## src/rtl/cla_nibble_serial_adder.sv

```systemverilog
// cla_nibble_serial_adder
//   Multi-cycle WIDTH-bit adder: one 4-bit carry-lookahead digit per clock,
//   least-significant digit first. Valid/ready handshake on operands and result.
//   Optional macro CLA_SERIAL_SUB_EN adds the i_sub port (a - b when i_sub=1).
//   WIDTH must be a multiple of 4 and at least 8.
module cla_nibble_serial_adder #(
  parameter int WIDTH = 32
) (
  input  logic             clk,
  input  logic             reset,
  input  logic             i_valid,
  output logic             i_ready,
  input  logic [WIDTH-1:0] a,
  input  logic [WIDTH-1:0] b,
  input  logic             ci,
`ifdef CLA_SERIAL_SUB_EN
  input  logic             i_sub,
`endif
  output logic             o_valid,
  input  logic             o_ready,
  output logic [WIDTH-1:0] s,
  output logic             co,
  output logic             ovf
);

  localparam int NIBBLES = WIDTH / 4;
  localparam int CNT_W   = (NIBBLES > 1) ? $clog2(NIBBLES) : 1;
  localparam logic [CNT_W-1:0] LAST_DIGIT = CNT_W'(NIBBLES - 1);

  typedef enum logic [1:0] {
    IDLE = 2'd0,
    CALC = 2'd1,
    DONE = 2'd2
  } state_t;

  state_t           state_q;
  logic [WIDTH-1:0] a_q;        // operand A, shifted right one digit per CALC cycle
  logic [WIDTH-1:0] b_q;        // operand B (possibly inverted), shifted likewise
  logic [WIDTH-1:0] s_q;
  logic             carry_q;    // carry into the current digit
  logic [CNT_W-1:0] cnt_q;      // index of the digit being processed
  logic             co_q;
  logic             ovf_q;
  logic             i_ready_q;
  logic             o_valid_q;

  // Operand conditioning at capture: subtract stores ~b and forces carry-in to 1
  logic [WIDTH-1:0] b_d;
  logic             ci_d;

  // Select the B operand and carry-in that get captured in IDLE
  always_comb begin
    b_d  = b;
    ci_d = ci;
`ifdef CLA_SERIAL_SUB_EN
    if (i_sub) begin
      b_d  = ~b;
      ci_d = 1'b1;
    end
`endif
  end

  // 4-bit lookahead slice; the operand registers always present the active digit in bits [3:0]
  logic [3:0] g_d;
  logic [3:0] p_d;
  logic [4:0] c_d;
  logic [3:0] sum_digit_d;

  // Generate/propagate and flat lookahead carries seeded by the carry register
  always_comb begin
    g_d    = a_q[3:0] & b_q[3:0];
    p_d    = a_q[3:0] | b_q[3:0];
    c_d[0] = carry_q;
    c_d[1] = g_d[0] | (p_d[0] & c_d[0]);
    c_d[2] = g_d[1] | (p_d[1] & g_d[0]) | (p_d[1] & p_d[0] & c_d[0]);
    c_d[3] = g_d[2] | (p_d[2] & g_d[1]) | (p_d[2] & p_d[1] & g_d[0])
           | (p_d[2] & p_d[1] & p_d[0] & c_d[0]);
    c_d[4] = g_d[3] | (p_d[3] & g_d[2]) | (p_d[3] & p_d[2] & g_d[1])
           | (p_d[3] & p_d[2] & p_d[1] & g_d[0])
           | (p_d[3] & p_d[2] & p_d[1] & p_d[0] & c_d[0]);
    sum_digit_d = a_q[3:0] ^ b_q[3:0] ^ c_d[3:0];
  end

  // Control FSM with registered handshake outputs and the digit datapath
  always_ff @(posedge clk) begin
    if (reset) begin
      state_q   <= IDLE;
      a_q       <= '0;
      b_q       <= '0;
      s_q       <= '0;
      carry_q   <= 1'b0;
      cnt_q     <= '0;
      co_q      <= 1'b0;
      ovf_q     <= 1'b0;
      i_ready_q <= 1'b1;
      o_valid_q <= 1'b0;
    end else begin
      unique case (state_q)
        IDLE: begin
          if (i_valid && i_ready_q) begin
            a_q       <= a;
            b_q       <= b_d;
            carry_q   <= ci_d;
            cnt_q     <= '0;
            i_ready_q <= 1'b0;
            state_q   <= CALC;
          end
        end
        CALC: begin
          s_q[{cnt_q, 2'b00} +: 4] <= sum_digit_d;
          carry_q <= c_d[4];
          a_q     <= a_q >> 4;
          b_q     <= b_q >> 4;
          if (cnt_q == LAST_DIGIT) begin
            // Carry into the MSB is c3 of the top digit; carry out is c4
            co_q      <= c_d[4];
            ovf_q     <= c_d[3] ^ c_d[4];
            o_valid_q <= 1'b1;
            state_q   <= DONE;
          end else begin
            cnt_q <= cnt_q + CNT_W'(1);
          end
        end
        DONE: begin
          // Result is held until taken; operands are never accepted in this state
          if (o_ready) begin
            o_valid_q <= 1'b0;
            i_ready_q <= 1'b1;
            state_q   <= IDLE;
          end
        end
        default: begin
          state_q   <= IDLE;
          i_ready_q <= 1'b1;
          o_valid_q <= 1'b0;
        end
      endcase
    end
  end

  assign i_ready = i_ready_q;
  assign o_valid = o_valid_q;
  assign s       = s_q;
  assign co      = co_q;
  assign ovf     = ovf_q;

endmodule
```

## config.mk

```make
export PLATFORM = sky130hd
export DESIGN_NAME = cla_nibble_serial_adder
export DESIGN_NICKNAME = d
export VERILOG_FILES = /design/src/rtl/cla_nibble_serial_adder.sv
export SDC_FILE = /design/constraint.sdc
export NUM_CORES = 1
export LEC_CHECK = 0
export CAP_MARGIN = 25
export CORE_ASPECT_RATIO = 0.6
export CORE_MARGIN = 10
export CORE_UTILIZATION = 51
export CTS_CLUSTER_DIAMETER = 30
export DETAILED_ROUTE_END_ITERATION = 7
export PLACE_DENSITY_LB_ADDON = 0.12
export SETUP_SLACK_MARGIN = 0.1
export SLEW_MARGIN = 10
export SYNTH_ARGS = -nofsm -noshare
export SYNTH_HDL_FRONTEND = slang
export SYNTH_SLANG_ARGS = --single-unit
```

## constraint.sdc

```tcl
create_clock -name clk -period 2.8 [get_ports clk]
set_clock_uncertainty 0.2 [all_clocks]
set_input_delay 0.84 -clock clk [delete_from_list [all_inputs] [get_ports clk]]
set_output_delay 0.84 -clock clk [all_outputs]
set_load 0.02 [all_outputs]
```

==> key figures <==
Power
  – Net switching power: 1.00 mW
  – Proportion of power drawn by the clock network: 35.1%
  – Part of the total power dissipated in combinational logic: 18.0%
  – VDD IR-drop max: 0.331 mV
  – Power per Cell Area: 585 mW/mm²
  – Int Power: 2.60 mW
  – Net switching share of the total power: 27.8%
  – Leakage power of the design: 2.42 nW
  – Portion of total power attributed to sequential cells: 47.0%

Detailed routing
  – # DRC: 0
  – Number of vias per cell: 5.60
  – First DRT Iteration DRCs: 427
  – Residual antenna-violating net count after detailed routing: 0
  – Initial DRT Pass Iterations: 5
  – Via total after detailed routing: 4,304
  – Total Wirelength: 12.8 mm
  – Per-cell routed wire length: 16.6 µm

CTS
  – Maximum level of the CTS H-tree: 3
  – Clock transition at path regs: 0.07 ns
  – Post-cts gate resize count: 0
  – Clock insertion delay at the later pin of the skew report: 0.35 ns
  – Number of buffers inserted by hold repair at cts: 0
  – Buffers inserted by post-CTS timing repair: 0
  – CTS tree: built
  – Clock Path Buffers: 2
  – Num Clock Sinks: 106
  – Clock root buffer master: clkbuf_16
  – CTS Buf Count: 9

Die
  – Total I/O pin count: 105
  – Placeable core region: 0.00912 mm²
  – Die outline height: 94.8 µm
  – Effective utilization at floorplan: 52.2%
  – Die area: 0.0137 mm²
  – Die extent in x: 145 µm
  – Number of standard-cell rows in the floorplan: 27

GRT
  – Total congestion overflow after global routing: 0
  – Number of global-route vias before repair: 4,094
  – Wire length of the first global-routing pass: 20.4 mm
  – Maximum number of pins on one net before global-route repair: 61
  – Initial antenna violation count: 0
  – Combined global-route utilization of all metal layers: 18.5%

Critical path
  – Worst R2R End: s[29]
  – Setup crit end kind: register
  – Worst Reg-to-Reg Cells: 7
  – Data required time of the critical path: 2.83 ns
  – Critical register-to-register path startpoint: cnt_q[1]
  – Crit Path Max Fanout: 7
  – Crit path DAT: 2.47 ns
  – Kind of critical path: register to register
  – Kind of start point of the critical path: register
  – Reg2Reg Setup Slack: 0.36 ns

Yosys
  – Async SR Flop Fraction: 0%
  – Post-synth cell types: 43
  – Leading area contributor after synthesis: dfxtp_1
  – Post-synthesis instance area: 0.00476 mm²
  – Yosys reg bits: 106
  – Primary FF master, synth: dfxtp_1
  – Sequential share of the synthesized area: 44.6%
  – Count of flip-flops with a built-in enable after synthesis: 0
  – Instance count of the mapped netlist: 566
  – Top area cells in the synthesized netlist: dfxtp_1, a311oi_1, nand2_1
  – Yosys warning total: 0
  – Average instance area after synthesis: 8.41 µm²
  – Post-Synthesis Net Count: 651
  – Top cell type's share of synthesized area: 44.6%

STA
  – Setup total negative slack: 0 ns
  – Timing-limited maximum frequency: 410 MHz
  – Worst Hold Slack: 0.267 ns
  – Final Max Slew Viols: 0
  – Final critical delay including setup and external delays: 2.44 ns
  – Relative slew slack: 51.9%
  – Final critical-path share of the clock period: 87.0%
  – Endpoints failing setup: 0
  – Final Hold Viols: 0
  – Actual slew at the worst max-slew pin: 0.701 ns
  – Setup repair after global routing missed its margin: no
  – Post-route worst setup slack: 0.363 ns

Worst hold path
  – Class of the worst hold path: register to register
  – WHS Endpoint: s[1]
  – Worst Hold Depth: 2
  – Origin of the worst min-delay path: s[1]

Placement
  – Placement-stage worst setup slack: 0.280 ns
  – Placed wire-length estimate: 9.18 mm
  – Number of cells in the design after placement: 753
  – Post-detailed-placement cell area: 0.00587 mm²
  – Quantity of I/O buffers inserted on ports: 104
  – Routability-driven placement congestion ratio: 0.805

Final layout
  – Share of layout cells above drive strength 1: 5.37%
  – Number of standard cells in the layout, taps in and fillers out: 768
  – Area delta synth->final: 29.5%
  – Fill cells: 742
  – Layout Cell Area excl Fill: 0.00616 mm²
  – Final net count: 733
  – Diodes inserted: 0

Run
  – Max cap viols: 0

Run status
  – Status: finished clean
==> final cells by class <==
cell class,count,area (µm²),area share (%)
multi-input cells,402,2390,38.8
inverters,14,52.6,0.853
repair buffers,115,1160,18.8
well taps,116,145,2.35
clock inverters,5,62.6,1.02
clock buffers,10,229,3.71
flip-flops and latches,106,2120,34.4
==> registers in the layout, summed over array words and instances, names as in the netlist, 2 cells and up <==
register and flops:
b_q 32, cnt_q 3, s 32, state_q 2
a_q 32
==> synthesized netlist by cell type (all sizes together) (14+ instances only) <==
cell / instances
nand2: 119
dfxtp: 106
nor2: 93
a311oi: 56
buf: 23
clkbuf: 21
mux2i: 17
ha: 15
inv: 14
nand3b: 14
o31ai: 14
==> per-layer routing <==
metal  track usage (%)  routed length [µm]  vias up
li1                  -                   -     2129
met1              25.0                5940     2039
met2              27.5                5660      122
met4              5.19                 142        0
met5                 0                   0        -
met3              6.32                1030       14
==> through the flow <==
stage	util, %	power, mW
3_5_place_dp	64.4	2.37
4_1_cts	67.6	3.62
3_3_place_gp	64.4	2.34
6_report	67.6	3.60
2_1_floorplan	-	2.13
5_1_grt	67.6	3.75
==> how the worst max path moves through the flow <==
stage | cells after the start | to | slack (ns) | from
finish | 7 | s[29] | 0.36 | cnt_q[1]
global route | 7 | s[26] | 0.19 | cnt_q[1]
CTS | 1 | i_ready | 0.39 | i_ready
detailed placement | 6 | a_q[23] | 0.28 | i_valid
global placement | 6 | a_q[3] | 0.34 | i_valid
floorplan | 8 | s[1] | 0.57 | cnt_q[0]
==> cells in the final DEF (no fill, tap or decap), types with 3 or more instances in the layout <==
cell / count
clkbuf_16: 9
a22oi_1: 10
clkdlybuf4s50_1: 103
o31ai_1: 14
a311oi_1: 56
nand2b_1: 9
nand2_1: 119
inv_1: 14
a21oi_1: 8
nor2b_1: 3
ha_1: 15
buf_4: 9
o21ai_0: 3
buf_12: 3
nor3_1: 5
nand3b_1: 14
nand3_1: 6
dfxtp_1: 106
nor2_1: 92
nand4_1: 3
mux2i_1: 17
==> worst max-delay path: stages (launching register included) <==
cell	delay, ns
dfxtp_1	0.45
inv_1	0.10
ha_1	0.19
ha_1	0.36
nor3b_2	0.37
nand3_1	0.35
mux2i_1	0.25
nor2_1	0.05
==> cell families (layout without fill, tap and decap cells) <==
family | after synthesis | count (layout) | share of synthesized area, %
and+or+nand+nor | 265 | 265 | 24.1
adders and majority gates | 16 | 16 | 4.36
DFF | 106 | 106 | 44.6
muxes | 17 | 17 | 3.58
xor gates and xnor gates | 2 | 2 | 0.368
AOI/OAI and AO/OA | 102 | 102 | 17.4
buffers and inverters | 58 | 144 | 5.63
==> power by group through the flow <==
stage / combinational (mW) / clock [mW] / sequential, mW
after floorplan: 0.415 / 0 / 1.71
after global placement: 0.622 / 0 / 1.72
after detailed placement: 0.647 / 0 / 1.73
after CTS: 0.649 / 1.28 / 1.69
after global routing: 0.717 / 1.33 / 1.71
final: 0.648 / 1.26 / 1.69
Power figures use the tool's default switching activity.
